--- src/rtl/cscvon8_pkg.sv ---
// Shared CSCvon8 control-word encodings, field positions and sequencer states.
// The microcode assembler checks use the same definitions.
package cscvon8_pkg;

    localparam int ALU_LSB    = 0;
    localparam int LOAD_LSB   = 5;
    localparam int DBUS_LSB   = 8;
    localparam int JUMP_LSB   = 10;
    localparam int ARENA_BIT  = 12;
    localparam int PCINCR_BIT = 13;
    localparam int USRST_BIT  = 14;
    localparam int JINV_BIT   = 15;

    typedef enum logic [2:0] {
        LD_NONE = 3'd0,
        LD_IR   = 3'd1,
        LD_A    = 3'd2,
        LD_B    = 3'd3,
        LD_MEM  = 3'd4,
        LD_AH   = 3'd5,
        LD_AL   = 3'd6,
        LD_IO   = 3'd7
    } load_op_e;

    typedef enum logic [1:0] {
        DB_MEM  = 2'd0,
        DB_ALU  = 2'd1,
        DB_UART = 2'd2,
        DB_BREG = 2'd3
    } dbus_op_e;

    typedef enum logic [1:0] {
        J_NONE  = 2'd0,
        J_CARRY = 2'd1,
        J_ZERO  = 2'd2,
        J_NEG   = 2'd3
    } jump_op_e;

    typedef enum logic [1:0] {
        ST_RESET = 2'd0,
        ST_RUN   = 2'd1,
        ST_STALL = 2'd2,
        ST_IRQ   = 2'd3
    } state_e;

endpackage

--- src/rtl/useq_ctrl_jump_unit.sv ---
// Jump decision: selects a flag by JumpOp and optionally inverts it.
// With J_NONE the inverted form gives an unconditional jump.
module jump_unit
    import cscvon8_pkg::*;
(
    input  logic     carry,
    input  logic     zero,
    input  logic     negative,
    input  jump_op_e jump_op,
    input  logic     jump_inv,
    output logic     pcload_n
);

    logic cond;

    always_comb begin
        cond = 1'b0;
        case (jump_op)
            J_NONE:  cond = 1'b0;
            J_CARRY: cond = carry;
            J_ZERO:  cond = zero;
            J_NEG:   cond = negative;
            default: cond = 1'b0;
        endcase
    end

    assign pcload_n = ~(cond ^ jump_inv);

endmodule

--- src/rtl/useq_ctrl.sv ---
// CSCvon8 microcode sequencer: IR and microstep registers, decoder ROM index,
// and splitting of the control word into active-low strobes.
module useq_ctrl
    import cscvon8_pkg::*;
#(
    parameter int                  WordSize  = 8,
    parameter int                  UStepBits = 4,
    parameter int                  CtrlWidth = 16,
    parameter logic [WordSize-1:0] IrqOpcode = 8'hFF
) (
    input  logic                          i_clk,
    input  logic                          i_reset,
    input  logic [WordSize-1:0]           i_databus,
    input  logic [CtrlWidth-1:0]          i_ctrl,
    output logic [WordSize+UStepBits-1:0] o_index,
    input  logic                          i_carry,
    input  logic                          i_zero,
    input  logic                          i_negative,
    input  logic                          i_wait,
    input  logic                          i_irq,
    input  logic                          i_irq_en,
    output logic                          o_irq_ack,
    output logic [4:0]                    o_aluop,
    output logic [1:0]                    o_dbus_sel,
    output logic                          o_irload_n,
    output logic                          o_aload_n,
    output logic                          o_bload_n,
    output logic                          o_memload_n,
    output logic                          o_ahload_n,
    output logic                          o_alload_n,
    output logic                          o_ioload_n,
    output logic                          o_pcload_n,
    output logic                          o_pcincr_n,
    output logic                          o_arena_n,
    output logic                          o_ustep_err
);

    state_e               state, next_state;
    logic [WordSize-1:0]  ir;
    logic [UStepBits-1:0] us;
    logic                 ustep_err;

    load_op_e load_op;
    jump_op_e jump_op;
    logic     usreset_n, jump_pcload_n;
    logic     active, stalled, step, boundary;

    assign load_op   = load_op_e'(i_ctrl[LOAD_LSB +: 3]);
    assign jump_op   = jump_op_e'(i_ctrl[JUMP_LSB +: 2]);
    assign usreset_n = i_ctrl[USRST_BIT];

    // A pending reset suppresses every strobe, even before the edge lands.
    assign active   = ((state == ST_RUN) || (state == ST_STALL)) && !i_reset;
    assign stalled  = active && i_wait;
    assign step     = active && !i_wait;
    assign boundary = step && !usreset_n;

    jump_unit u_jump (
        .carry    (i_carry),
        .zero     (i_zero),
        .negative (i_negative),
        .jump_op  (jump_op),
        .jump_inv (i_ctrl[JINV_BIT]),
        .pcload_n (jump_pcload_n)
    );

    always_comb begin
        next_state = state;
        case (state)
            ST_RESET: next_state = ST_RUN;
            ST_RUN, ST_STALL: begin
                if (stalled)
                    next_state = ST_STALL;
                else if (boundary && i_irq && i_irq_en)
                    next_state = ST_IRQ;
                else
                    next_state = ST_RUN;
            end
            ST_IRQ:   next_state = ST_RUN;
            default:  next_state = ST_RESET;
        endcase
    end

    always_comb begin
        o_aluop     = '0;
        o_dbus_sel  = '0;
        o_irload_n  = 1'b1;
        o_aload_n   = 1'b1;
        o_bload_n   = 1'b1;
        o_memload_n = 1'b1;
        o_ahload_n  = 1'b1;
        o_alload_n  = 1'b1;
        o_ioload_n  = 1'b1;
        o_pcload_n  = 1'b1;
        o_pcincr_n  = 1'b1;
        o_arena_n   = 1'b1;
        o_irq_ack   = (state == ST_IRQ);
        // Address-side fields keep following ctrl during a stall so memory sees a stable address.
        if (active) begin
            o_aluop    = i_ctrl[ALU_LSB +: 5];
            o_dbus_sel = i_ctrl[DBUS_LSB +: 2];
            o_arena_n  = i_ctrl[ARENA_BIT];
        end
        if (step) begin
            o_pcload_n = jump_pcload_n;
            o_pcincr_n = i_ctrl[PCINCR_BIT];
            case (load_op)
                LD_IR:   o_irload_n  = 1'b0;
                LD_A:    o_aload_n   = 1'b0;
                LD_B:    o_bload_n   = 1'b0;
                LD_MEM:  o_memload_n = 1'b0;
                LD_AH:   o_ahload_n  = 1'b0;
                LD_AL:   o_alload_n  = 1'b0;
                LD_IO:   o_ioload_n  = 1'b0;
                default: ;
            endcase
        end
    end

    always_ff @(posedge i_clk) begin
        if (i_reset) begin
            state     <= ST_RESET;
            ir        <= '0;
            us        <= '0;
            ustep_err <= 1'b0;
        end else begin
            state <= next_state;
            if (state == ST_IRQ) begin
                ir <= IrqOpcode;
                us <= '0;
            end else if (step) begin
                if (load_op == LD_IR)
                    ir <= i_databus;
                if (!usreset_n) begin
                    us <= '0;
                end else begin
                    us <= us + UStepBits'(1);
                    if (us == '1)
                        ustep_err <= 1'b1;
                end
            end
        end
    end

    assign o_index     = {ir, us};
    assign o_ustep_err = ustep_err;

endmodule
--- config.mk ---
export PLATFORM = sky130hd
export DESIGN_NAME = useq_ctrl
export DESIGN_NICKNAME = d
export VERILOG_FILES = /design/src/rtl/cscvon8_pkg.sv /design/src/rtl/useq_ctrl_jump_unit.sv /design/src/rtl/useq_ctrl.sv
export SDC_FILE = /design/constraint.sdc
export NUM_CORES = 1
export LEC_CHECK = 0
export CAP_MARGIN = 20
export CORE_MARGIN = 2
export CORE_UTILIZATION = 37
export CTS_CLUSTER_DIAMETER = 150
export DETAILED_ROUTE_END_ITERATION = 7
export GPL_ROUTABILITY_DRIVEN = 0
export PLACE_DENSITY = 0.89
export REMOVE_ABC_BUFFERS = 1
export SLEW_MARGIN = 20
export SYNTH_ARGS = -nofsm -noshare
export SYNTH_HDL_FRONTEND = slang
export SYNTH_SLANG_ARGS = --single-unit
--- constraint.sdc ---
create_clock -name i_clk -period 5.2 [get_ports i_clk]
set_input_delay 1.04 -clock i_clk [delete_from_list [all_inputs] [get_ports i_clk]]
set_output_delay 1.04 -clock i_clk [all_outputs]
set_load 0.05 [all_outputs]
==> qor_table.md, run 1 <==
| Group | Result | Value |
|:---|:---|:---|
| outcome | Result of the run | finished clean |
| grt | Residual overflow from global routing | 0 |
| worst hold path | Worst hold path startpoint | o_ustep_err$_SDFFE_PP0P_ |
| power | Post-layout total power | 267 uW |
| setup path | Endpoint of the worst-slack reg-to-reg timing path | ir[6]$_SDFFE_PP0P_ |
| timing | Total negative slack | 0 ns |
| route | Drt via density | 4.88 |
| placement | DPL Wire Length | 1990 um |
| timing | Post-layout min period | 4.32 ns |
| clock tree | TritonCTS clock tree | done |
| timing | Hold violation total from the final report | 0 |
| grt | Total Routing Usage GR | 0.199 |
| grt | Global-route wire length before repair | 4020 um |
| setup path | Launch instance of the worst register-to-register path | state[1]$_SDFF_PP0_ |
| logic synthesis | Ys flop type | dfxtp_1 |
| setup path | Critical path class | in -> out |
| clock tree | H-tree depth reported by CTS | 1 |
| logic synthesis | Count of synthesis-stage warnings from yosys | 0 |
| logic synthesis | Top cells by instance count after synthesis | dfxtp_1, nor2_1, a211oi_2, and2_1, nor4_1 |
| setup path | Length in cells of the worst reg-to-reg path | 5 |
| logic synthesis | Async S/R FF share, synth | 0 |
| flow run | Maximum capacitance violations | 0 |
| setup path | Ordered cell list for the critical path | clkdlybuf4s50_1, or3b_1, nor2_1, nand3_1, clkdlybuf4s50_1 |
| floorplan | DIE AREA | 0.00277 sq mm |
| floorplan | Core ar. | 0.00223 sq mm |
| logic synthesis | Proportion of synthesized chip area in sequential cells | 0.343 |
| logic synthesis | Cells after Synth | 101 |
| power | Clock power frac | 0.253 |
| power | Comb pwr share | 0.300 |
| timing | Final Skew | 0.00674 ns |
| logic synthesis | Post-synthesis cell type count | 31 |
| clock tree | PostCTS Resize Cnt | 0 |
| grt | Maximum number of pins on one net before global-route repair | 20 |
| logic synthesis | Register bit total from synthesis | 15 |
| grt | Via count of the first global-routing pass | 883 |
| route | Remaining antenna violation count after routing | 0 |
| layout | Share of layout cells above drive strength 1 | 0.0926 |
| clock tree | Clk_lat worst skew | 0.29 ns |
| setup path | FF-to-FF setup slack | 2.99 ns |
| timing | Final slew viol count | 0 |
| setup path | Cell with the largest stage delay on the worst path | clkdlybuf4s50_1 |
| setup path | Arrival time of the worst setup path | 3.28 ns |
| setup path | Cell mode on critical path | clkdlybuf4s50_1 |
| setup path | Delay contributed by the slowest stage of the critical path | 0.72 ns |
| logic synthesis | Post-Syn Area per Cell | 8.66 sq um |
| timing | Worst slew margin relative to its limit | 0.533 |
| logic synthesis | Post-Syn Area | 875 sq um |
| clock tree | Total clock buffers created by CTS | 3 |
| timing | Post-route fraction of the period consumed by the critical path | 0.831 |
| logic synthesis | Yosys top cell by area | dfxtp_1 |
| clock tree | Clock slew at reported path FFs | 0.10 ns |
| setup path | Worst Setup Start Kind | input port |
| power | Switching power share of the total | 0.307 |
| logic synthesis | Post-synth top area share | 0.343 |
| logic synthesis | Post-synth EDFFs | 0 |
| route | 1st-iter DRT viols | 9 |
| worst hold path | Destination of the worst hold path | o_ustep_err$_SDFFE_PP0P_ |
| timing | Fmax | 231 MHz |
| setup path | CP endpoint kind | primary output |
| timing | Setup violation total in the final timing report | 0 |
| power | Switching pwr | 81.7 uW |
| clock tree | Maximum buffer depth of the clock tree | 2 |
| grt | Antenna violations before repair | 0 |
| worst hold path | Worst min path class | reg -> reg |
| layout | Nets | 198 |
| power | Cell internal pwr | 185 uW |
| floorplan | Initial Utilization | 0.392 |
| power | Leakage power figure | 0.000537 uW |
| timing | Unrepaired setup endpoints after global routing | no |
| logic synthesis | Largest cells by area after synthesis | dfxtp_1, a211oi_2, nor2_1 |
| route | Routed Wire Length | 2520 um |
| worst hold path | Worst hold path depth | 2 |
| floorplan | Die height | 52.6 um |
| route | Residual DRC count | 0 |
| power | Power Density | 174 mW/mm^2 |
| power | Worst VDD drop | 0.000118 V |
| clock tree | Sinks on the clock net | 15 |
| route | Number of iterations in the first detailed-routing pass | 4 |
| setup path | Max Fanout on Critical Path | 14 |
| route | Count of vias placed by the detailed router | 927 |
| route | WL/cell | 13.3 um |
| floorplan | Number of primary I/O pins | 63 |
| clock tree | Number of hold buffers added after cts | 0 |
| power | Portion of total power attributed to sequential cells | 0.446 |
| clock tree | Number of buffers added for setup after CTS | 0 |
| layout | Post-Route Utilization | 0.686 |
| layout | Number of diodes | 0 |
| setup path | Worst Path Required | 4.16 ns |
| floorplan | Floorplan row count | 17 |
| placement | Number of port buffers | 62 |
| layout | Layout Area Growth over Synthesis | 75.1% |
| timing | Worst-margin pin slew | 0.701 ns |
| clock tree | Master cell of the clock root buffer | clkbuf_4 |
| floorplan | Horiz. Die Dim | 52.6 um |
[layout by cell type, fill, tap and decap left out, drive strengths merged, types with 3 or more instances in the layout]
cell type      instances
clkdlybuf4s50         61
nor2                  15
dfxtp                 15
and2                   8
nor4                   8
a211oi                 8
nand2                  4
a21oi                  4
inv                    3
nand2b                 3
mux2i                  3
nand3                  3
ha                     3
clkbuf                 3
[routing by layer]
layer | GRT usage | wire [um]
met1 | 0.245 | 1080
met2 | 0.327 | 1270
met3 | 0.0514 | 149
met4 | 0.0769 | 33
met5 | 0 | 0
[cells by family after synthesis]
family,synth area share
adder cells (fa/ha/maj),0.0429
XOR/XNOR,0.0200
AO/OA/AOI/OAI,0.156
AND/OR/NAND/NOR,0.355
multiplexers,0.0343
buffers and inverters,0.0486
flip-flops,0.343
[critical path, delay by kind of cell]
| kind | cells | cell delay, ns |
|---|---|---|
| buf+inv | 2 | 1.28 |
| simple gates | 3 | 0.96 |
[state kept, by name (all words and copies together) (netlist names)]
name	count
us	4
ir	8
state	2
o_ustep_err	1
[per-stage QoR]
step	std cells	worst slack [ns]	instance area, sq um	hold slack [ns]
final	190	0.878	1530	0.491
after global routing	190	0.742	1530	0.520
after CTS	190	0.905	1530	0.489
after detailed placement	186	0.908	1500	0.466
after floorplan	95	1.84	843	0.548
after global placement	186	0.974	1500	0.480
[power groups by stage]
stage / clock (uW) / sequential, uW / combinational, uW
5_1_grt: 74.5 / 120 / 84.9
3_5_place_dp: 0 / 122 / 79.9
2_1_floorplan: 0 / 128 / 30.8
4_1_cts: 68.7 / 119 / 80.2
3_3_place_gp: 0 / 122 / 78.5
6_report: 67.5 / 119 / 80.1
[worst max-delay path by stage]
stage / start / endpoint / cells past startpoint
after global routing: i_reset / o_ahload_n / 5
after global placement: i_reset / o_ahload_n / 5
after floorplan: i_reset / o_irload_n / 2
after detailed placement: i_reset / o_ahload_n / 5
final: i_reset / o_ahload_n / 5
after CTS: i_reset / o_ahload_n / 5
[cell type report]
cell class	count	area (sq um)
inverter	3	11.3
timing repair buffer	63	626
clock buffer	3	22.5
multi-input combinational	77	532
fill	192	702
tap	28	35.0
clock inverter	1	5.00
sequential	15	300
Power figures use the tool's default switching activity.
==> inputs of run 2 (changes only) <==
--- a/config.mk
+++ b/config.mk
@@ -7,11 +7,11 @@
 export LEC_CHECK = 0
 export CAP_MARGIN = 20
 export CORE_MARGIN = 2
-export CORE_UTILIZATION = 37
+export CORE_UTILIZATION = 31
 export CTS_CLUSTER_DIAMETER = 150
 export DETAILED_ROUTE_END_ITERATION = 7
 export GPL_ROUTABILITY_DRIVEN = 0
-export PLACE_DENSITY = 0.89
+export PLACE_DENSITY = 0.8
 export REMOVE_ABC_BUFFERS = 1
 export SLEW_MARGIN = 20
 export SYNTH_ARGS = -nofsm -noshare
==> constraint.sdc (replaced) <==
create_clock -name i_clk -period 3.58 [get_ports i_clk]
set_input_delay 0.716 -clock i_clk [delete_from_list [all_inputs] [get_ports i_clk]]
set_output_delay 0.716 -clock i_clk [all_outputs]
set_load 0.05 [all_outputs]
==> run 2 against run 1 <==
Compared with the run above:
- via count grew 3.2%
- first-iteration DRC count down 11%
- core utilization is 8.3 points lower
- die area up 18%
- largest power group unchanged
- sequential share of layout area decreased by 1.2 points
- combinational power grew 60%
- non-clock buffer count grew 2
==> qor_table.md, run 2 (synthesized netlist as in run 1, its figures left out) <==
| Group | Result | Value | Change |
|:---|:---|:---|:---|
| outcome | Result of the run | finished clean |  |
| route | Routed Wire Length | 2510 um | -0.59% |
| placement | Number of port buffers | 62 | unchanged |
| timing | Setup violation total in the final timing report | 0 | unchanged |
| clock tree | Number of buffers added for setup after CTS | 0 | unchanged |
| setup path | Worst Path Required | 2.86 ns | -1.30 ns |
| layout | Filler Cell Count | 252 | +31% |
| timing | Total negative slack | 0 ns | unchanged |
| flow run | Maximum capacitance violations | 0 | unchanged |
| route | Drt via density | 4.91 | +0.59% |
| clock tree | Sinks on the clock net | 15 | unchanged |
| setup path | Beginning of the critical path | i_wait |  |
| grt | Global-route wire length before repair | 4130 um | +2.8% |
| floorplan | Core ar. | 0.00271 sq mm | +21% |
| timing | Post-route fraction of the period consumed by the critical path | 0.854 |  |
| route | WL/cell | 12.9 um | -3.1% |
| layout | Register name with the most flops | ir |  |
| timing | Fmax | 327 MHz |  |
| floorplan | DIE AREA | 0.00326 sq mm | +18% |
| clock tree | Maximum buffer depth of the clock tree | 2 | unchanged |
| route | 1st-iter DRT viols | 8 | -1 |
| clock tree | Clock slew at reported path FFs | 0.08 ns | -0.02 ns |
| clock tree | Clk_lat worst skew | 0.28 ns | about the same |
| grt | Total Routing Usage GR | 0.162 | -0.0368 |
| route | Residual DRC count | 0 | unchanged |
| layout | Share of layout cells above drive strength 1 | 0.195 | +0.103 |
| layout | Filler-free cell count of the finished design | 195 | +2.6% |
| clock tree | Number of hold buffers added after cts | 0 | unchanged |
| floorplan | Initial Utilization | 0.323 | -0.0689 |
| worst hold path | Worst min path class | reg -> reg |  |
| placement | Number of placed instances with taps included | 191 | +2.7% |
| worst hold path | Worst hold path startpoint | o_ustep_err$_SDFFE_PP0P_ |  |
| grt | Maximum number of pins on one net before global-route repair | 20 | unchanged |
| layout | Nets | 200 | +1.0% |
| setup path | Length in cells of the worst reg-to-reg path | 6 | +1 |
| layout | Leading cell type in the layout, fill and taps excluded | clkdlybuf4s50_1 |  |
| layout | Largest registers ranked by flip-flop count | ir: 8 flops, us: 4 flops, state: 2 flops |  |
| worst hold path | Worst hold path depth | 2 | unchanged |
| power | Worst VDD drop | 0.000300 V | +160% |
| timing | Worst slew margin relative to its limit | 0.590 | +0.0574 |
| setup path | Launch instance of the worst register-to-register path | state[0]$_SDFF_PP0_ |  |
| layout | Largest register FFs | 8 | unchanged |
| setup path | Max Fanout on Critical Path | 14 | unchanged |
| clock tree | PostCTS Resize Cnt | 0 | unchanged |
| timing | Worst-margin pin slew | 0.615 ns | -0.0861 ns |
| floorplan | Horiz. Die Dim | 57.1 um | +8.5% |
| timing | Hold violation total from the final report | 0 | unchanged |
| placement | DPL Wire Length | 2090 um | +4.8% |
| grt | Antenna violations before repair | 0 | unchanged |
| layout | Layout Area Growth over Synthesis | 86.8% |  |
| setup path | Worst Setup Start Kind | input port |  |
| layout | Number of diodes | 0 | unchanged |
| grt | Via count of the first global-routing pass | 934 | +5.8% |
| power | Power Density | 242 mW/mm^2 | +39% |
| power | Leakage power figure | 0.000595 uW | +11% |
| worst hold path | Destination of the worst hold path | o_ustep_err$_SDFFE_PP0P_ |  |
| timing | Post-layout min period | 3.06 ns |  |
| setup path | Arrival time of the worst setup path | 2.34 ns | -0.94 ns |
| grt | Residual overflow from global routing | 0 | unchanged |
| floorplan | Floorplan row count | 19 | +2 |
| layout | Area of combinational cells with multiple inputs | 532 sq um | unchanged |
| setup path | CP endpoint kind | primary output |  |
| timing | Unrepaired setup endpoints after global routing | no |  |
| clock tree | Master cell of the clock root buffer | clkbuf_4 |  |
| clock tree | Total clock buffers created by CTS | 3 | unchanged |
| floorplan | Number of primary I/O pins | 63 | unchanged |
| timing | Final Skew | 0.00842 ns | +0.00168 ns |
| layout | Sequential standard cell area | 300 sq um | unchanged |
| route | Remaining antenna violation count after routing | 0 | unchanged |
| setup path | Critical path class | in -> out |  |
| floorplan | Die height | 57.1 um | +8.5% |
| layout | Commonest cells after routing, fill and taps aside | clkdlybuf4s50_1, nor2_1, dfxtp_1 |  |
| clock tree | TritonCTS clock tree | done |  |
| route | Count of vias placed by the detailed router | 957 | +3.2% |
| setup path | Endpoint of the worst-slack reg-to-reg timing path | ir[0]$_SDFFE_PP0P_ |  |
| route | Number of iterations in the first detailed-routing pass | 4 | unchanged |
| setup path | FF-to-FF setup slack | 1.46 ns | -1.53 ns |
| timing | Final slew viol count | 0 | unchanged |
| clock tree | H-tree depth reported by CTS | 1 | unchanged |
run 2: changes by cell type in the layout (fill, tap and decap cells not counted):
cell / previous run / this run
buf_12: 0 / 10
buf_4: 2 / 10
clkbuf_1: 0 / 1
clkdlybuf4s50_1: 61 / 45
clkinv_2: 1 / 0
run 2: metal layers:
layer  share of wire  global-route usage  vias up
met5               0                   0        -
met4           0.015              0.0399        0
met3           0.053              0.0499        4
met2            0.51               0.278       32
met1            0.42               0.198      433
li1                -                   -      488
run 2: per-stage QoR:
| stage | area (sq um) | total power [uW] | setup WS (ns) | utilization | hold WS, ns |
|---|---|---|---|---|---|
| floorplan | 843 | 231 | 0.824 | - | 0.548 |
| global placement | 1610 | 303 | 0.538 | 0.593 | 0.463 |
| detailed placement | 1610 | 306 | 0.516 | 0.593 | 0.502 |
| CTS | 1630 | 399 | 0.517 | 0.603 | 0.525 |
| global route | 1630 | 416 | 0.427 | 0.603 | 0.552 |
| finish | 1630 | 395 | 0.522 | 0.603 | 0.505 |
run 2: power breakdown:
part | switching (uW) | internal, uW
clock network | 50.7 | 43.2
logic | 61.5 | 66.5
registers | 2.38 | 171
total | 115 | 280
run 2: final cells by class:
type / instances / share of cell area
Timing Repair Buffer: 65 / 0.444
Tap cell: 31 / 0.0237
Multi-Input combinational cell: 77 / 0.325
Inverter: 3 / 0.00689
Sequential cell: 15 / 0.184
Clock buffer: 4 / 0.0161
run 2: critical path, stage by stage:
cell and delay [ns]:
clkdlybuf4s50_1 0.50, or3b_1 0.59, or2_0 0.35, buf_12 0.17
run 2: worst max path at each step:
stage                     cells past startpoint  slack, ns         end
after global routing                          4       0.43  o_irload_n
after floorplan                               4       0.82  o_irload_n
after global placement                        4       0.54  o_irload_n
final                                         4       0.52  o_irload_n
after detailed placement                      4       0.52  o_irload_n
after CTS                                     4       0.52  o_irload_n
==> inputs of run 3 (changes only) <==
--- a/config.mk
+++ b/config.mk
@@ -7,13 +7,14 @@
 export LEC_CHECK = 0
 export CAP_MARGIN = 20
 export CORE_MARGIN = 2
-export CORE_UTILIZATION = 31
+export CORE_UTILIZATION = 30
 export CTS_CLUSTER_DIAMETER = 150
 export DETAILED_ROUTE_END_ITERATION = 7
 export GPL_ROUTABILITY_DRIVEN = 0
-export PLACE_DENSITY = 0.8
+export PLACE_DENSITY = 0.78
 export REMOVE_ABC_BUFFERS = 1
 export SLEW_MARGIN = 20
 export SYNTH_ARGS = -nofsm -noshare
 export SYNTH_HDL_FRONTEND = slang
+export SYNTH_HIERARCHICAL = 1
 export SYNTH_SLANG_ARGS = --single-unit
==> run 3 against run 2 <==
Compared with the run above:
- final area shrank 1.5%
- largest power group unchanged
- total power increased by 0.92%
- sequential power is essentially flat
- critical endpoint unchanged
==> qor_table.md, run 3 <==
| Group | Result | Value | Change |
|:---|:---|:---|:---|
| layout | Register name with the most flops | ir |  |
| setup path | Arrival time of the worst setup path | 2.35 ns | about the same |
| placement | DPL Wire Length | 1950 um | -6.4% |
| timing | Worst slew margin relative to its limit | 0.578 | -0.0117 |
| setup path | Delay contributed by the slowest stage of the critical path | 0.58 ns | about the same |
| logic synthesis | Count of synthesis-stage warnings from yosys | 6 | +6 |
| setup path | Worst Path Required | 2.86 ns | about the same |
| clock tree | Total clock buffers created by CTS | 3 | unchanged |
| logic synthesis | Post-Syn Area per Cell | 8.70 sq um | +0.42% |
| layout | Filler Cell Count | 251 | -0.40% |
| placement | Worst setup slack before clock tree synthesis | 0.505 ns | -0.0108 ns |
| setup path | CP endpoint kind | primary output |  |
| floorplan | Initial Utilization | 0.315 | -0.00738 |
| grt | Residual overflow from global routing | 0 | unchanged |
| power | Worst VDD drop | 0.000221 V | -26% |
| logic synthesis | Post-synth EDFFs | 0 | unchanged |
| floorplan | Floorplan row count | 19 | unchanged |
| layout | Share of layout cells above drive strength 1 | 0.198 | +0.00241 |
| clock tree | PostCTS Resize Cnt | 0 | unchanged |
| clock tree | H-tree depth reported by CTS | 1 | unchanged |
| layout | Number of diodes | 0 | unchanged |
| timing | Fmax | 327 MHz | -0.12% |
| layout | Layout Area Growth over Synthesis | 85.2% |  |
| logic synthesis | Post-synth top area share | 0.345 | +0.00198 |
| setup path | Max Fanout on Critical Path | 13 | -1 |
| layout | Leading cell type in the layout, fill and taps excluded | clkdlybuf4s50_1 |  |
| logic synthesis | Post-Syn Area | 870 sq um | -0.57% |
| floorplan | Core ar. | 0.00276 sq mm | +1.8% |
| power | Power Density | 247 mW/mm^2 | +2.4% |
| logic synthesis | Post-synthesis cell type count | 31 | unchanged |
| route | Remaining antenna violation count after routing | 0 | unchanged |
| logic synthesis | Cells after Synth | 100 | -0.99% |
| clock tree | Number of buffers added for setup after CTS | 0 | unchanged |
| route | Count of vias placed by the detailed router | 947 | -1.0% |
| grt | Via count of the first global-routing pass | 927 | -0.75% |
| clock tree | Clock slew at reported path FFs | 0.09 ns | about the same |
| grt | Global-route wire length before repair | 3840 um | -7.0% |
| logic synthesis | Top cells by instance count after synthesis | dfxtp_1, nor2_1, a211oi_2, nor4_1, and2_1 |  |
| clock tree | Sinks on the clock net | 15 | unchanged |
| timing | Final slew viol count | 0 | unchanged |
| route | Routed Wire Length | 2430 um | -3.0% |
| power | Leakage power figure | 0.000581 uW | -2.4% |
| timing | Final Skew | 0.00448 ns | -0.00394 ns |
| worst hold path | Worst min path class | reg -> reg |  |
| timing | Post-layout min period | 3.06 ns | +0.00372 ns |
| grt | Maximum number of pins on one net before global-route repair | 20 | unchanged |
| setup path | Ordered cell list for the critical path | clkdlybuf4s50_1, or3b_1, or2_0, buf_12 |  |
| clock tree | Maximum buffer depth of the clock tree | 2 | unchanged |
| layout | Largest registers ranked by flip-flop count | ir: 8 flops, us: 4 flops, state: 2 flops |  |
| clock tree | TritonCTS clock tree | done |  |
| timing | Worst-margin pin slew | 0.633 ns | +0.0175 ns |
| layout | Nets | 198 | -1.0% |
| setup path | Crit path buffers/inverters | 2 | unchanged |
| placement | Number of port buffers | 62 | unchanged |
| outcome | Result of the run | finished clean |  |
| logic synthesis | Proportion of synthesized chip area in sequential cells | 0.345 | +0.00198 |
| floorplan | Die height | 57.8 um | +1.3% |
| clock tree | Number of hold buffers added after cts | 0 | unchanged |
| clock tree | Master cell of the clock root buffer | clkbuf_4 |  |
| setup path | Kind of cell adding the most delay to the critical path | simple AND/OR/NAND/NOR gates |  |
| timing | Worst path setup slack after routing | 0.519 ns | -0.00372 ns |
| logic synthesis | Largest cells by area after synthesis | dfxtp_1, a211oi_2, nor2_1 |  |
| setup path | Worst Setup Start Kind | input port |  |
| setup path | Critical path class | in -> out |  |
| power | Post-layout total power | 398 uW | +0.92% |
| route | Residual DRC count | 0 | unchanged |
| route | 1st-iter DRT viols | 9 | +1 |
| setup path | Cell with the largest stage delay on the worst path | or3b_1 |  |
| grt | Total Routing Usage GR | 0.146 | -0.0158 |
| grt | Antenna violations before repair | 0 | unchanged |
| floorplan | DIE AREA | 0.00335 sq mm | +2.6% |
| floorplan | Number of primary I/O pins | 63 | unchanged |
| timing | Post-route fraction of the period consumed by the critical path | 0.855 | +0.00104 |
| logic synthesis | Yosys top cell by area | dfxtp_1 |  |
| timing | Setup violation total in the final timing report | 0 | unchanged |
| timing | Unrepaired setup endpoints after global routing | no |  |
| layout | Largest register FFs | 8 | unchanged |
| logic synthesis | Leading cell type by number of instances after synthesis | dfxtp_1 |  |
| route | WL/cell | 12.6 um | -2.0% |
| timing | Total negative slack | 0 ns | unchanged |
| logic synthesis | Register bit total from synthesis | 15 | unchanged |
| logic synthesis | Async S/R FF share, synth | 0 | unchanged |
| layout | Commonest cells after routing, fill and taps aside | clkdlybuf4s50_1, dfxtp_1, nor2_1 |  |
| logic synthesis | Ys flop type | dfxtp_1 |  |
| route | Number of iterations in the first detailed-routing pass | 4 | unchanged |
| clock tree | Clk_lat worst skew | 0.29 ns | about the same |
| floorplan | Horiz. Die Dim | 57.8 um | +1.3% |
| flow run | Maximum capacitance violations | 0 | unchanged |
| route | Drt via density | 4.91 | about the same |
| timing | Hold violation total from the final report | 0 | unchanged |
[run 3: cell count changes after synthesis, sizes merged]
cell    previous run  this run
nor2              15        14
nand2b             3         4
mux2i              3         2
xnor2              2         3
and2               8         7
[run 3: kinds of logic (layout without fill, tap and decap cells)]
| logic type | count (synthesis) | in the layout | synth area share |
|---|---|---|---|
| AOI/OAI and AO/OA | 15 | 15 | 0.157 |
| xor gates and xnor gates | 3 | 3 | 0.0302 |
| adders and majority gates | 3 | 3 | 0.0432 |
| buffers and inverters | 9 | 71 | 0.0489 |
| DFF | 15 | 15 | 0.345 |
| muxes | 2 | 2 | 0.0230 |
| and+or+nand+nor | 53 | 53 | 0.353 |
[run 3: worst min-delay path, stage by stage (launching register included)]
cell and delay [ns]:
dfxtp_1 0.33, a21oi_1 0.04, nor2_1 0.07
[run 3: worst paths after layout]
kind | start | slack [ns] | depth (start not counted) | to
min | o_ustep_err$_SDFFE_PP0P_ | 0.47 | 2 | o_ustep_err$_SDFFE_PP0P_
max reg2reg | state[0]$_SDFF_PP0_ | 1.45 | 6 | ir[1]$_SDFFE_PP0P_
max | i_wait | 0.52 | 4 | o_irload_n
min reg2reg | o_ustep_err$_SDFFE_PP0P_ | 0.47 | 2 | o_ustep_err$_SDFFE_PP0P_
[run 3: power by group]
| group | internal, uW | switching, uW |
|---|---|---|
| Sequential | 171 | 2.47 |
| Clock | 41.6 | 56.9 |
| Combinational | 65.5 | 61.3 |
[run 3: through the flow]
| step | util | std cells | instance area, sq um | hold slack (ns) |
|---|---|---|---|---|
| detailed placement | 0.574 | 189 | 1580 | 0.464 |
| global placement | 0.574 | 189 | 1580 | 0.467 |
| floorplan | - | 94 | 838 | 0.548 |
| CTS | 0.584 | 193 | 1610 | 0.486 |
| finish | 0.584 | 193 | 1610 | 0.474 |
| global route | 0.584 | 193 | 1610 | 0.528 |
[run 3: cell type report]
class / count / area [sq um] / area share
Clock inverter: 1 / 5.00 / 0.00311
Clock buffer: 3 / 22.5 / 0.0140
Multi-Input combinational cell: 76 / 527 / 0.327
Timing Repair Buffer: 64 / 706 / 0.438
Inverter: 3 / 11.3 / 0.00699
Tap cell: 31 / 38.8 / 0.0241
Sequential cell: 15 / 300 / 0.186
[run 3: routing by layer]
metal	routed length [um]	share of wire	GRT usage	vias up
met5	0	0	0	-
met4	34	0.014	0.0532	0
met3	135	0.055	0.0357	4
met1	976	0.40	0.170	431
li1	-	-	-	479
met2	1290	0.53	0.258	33
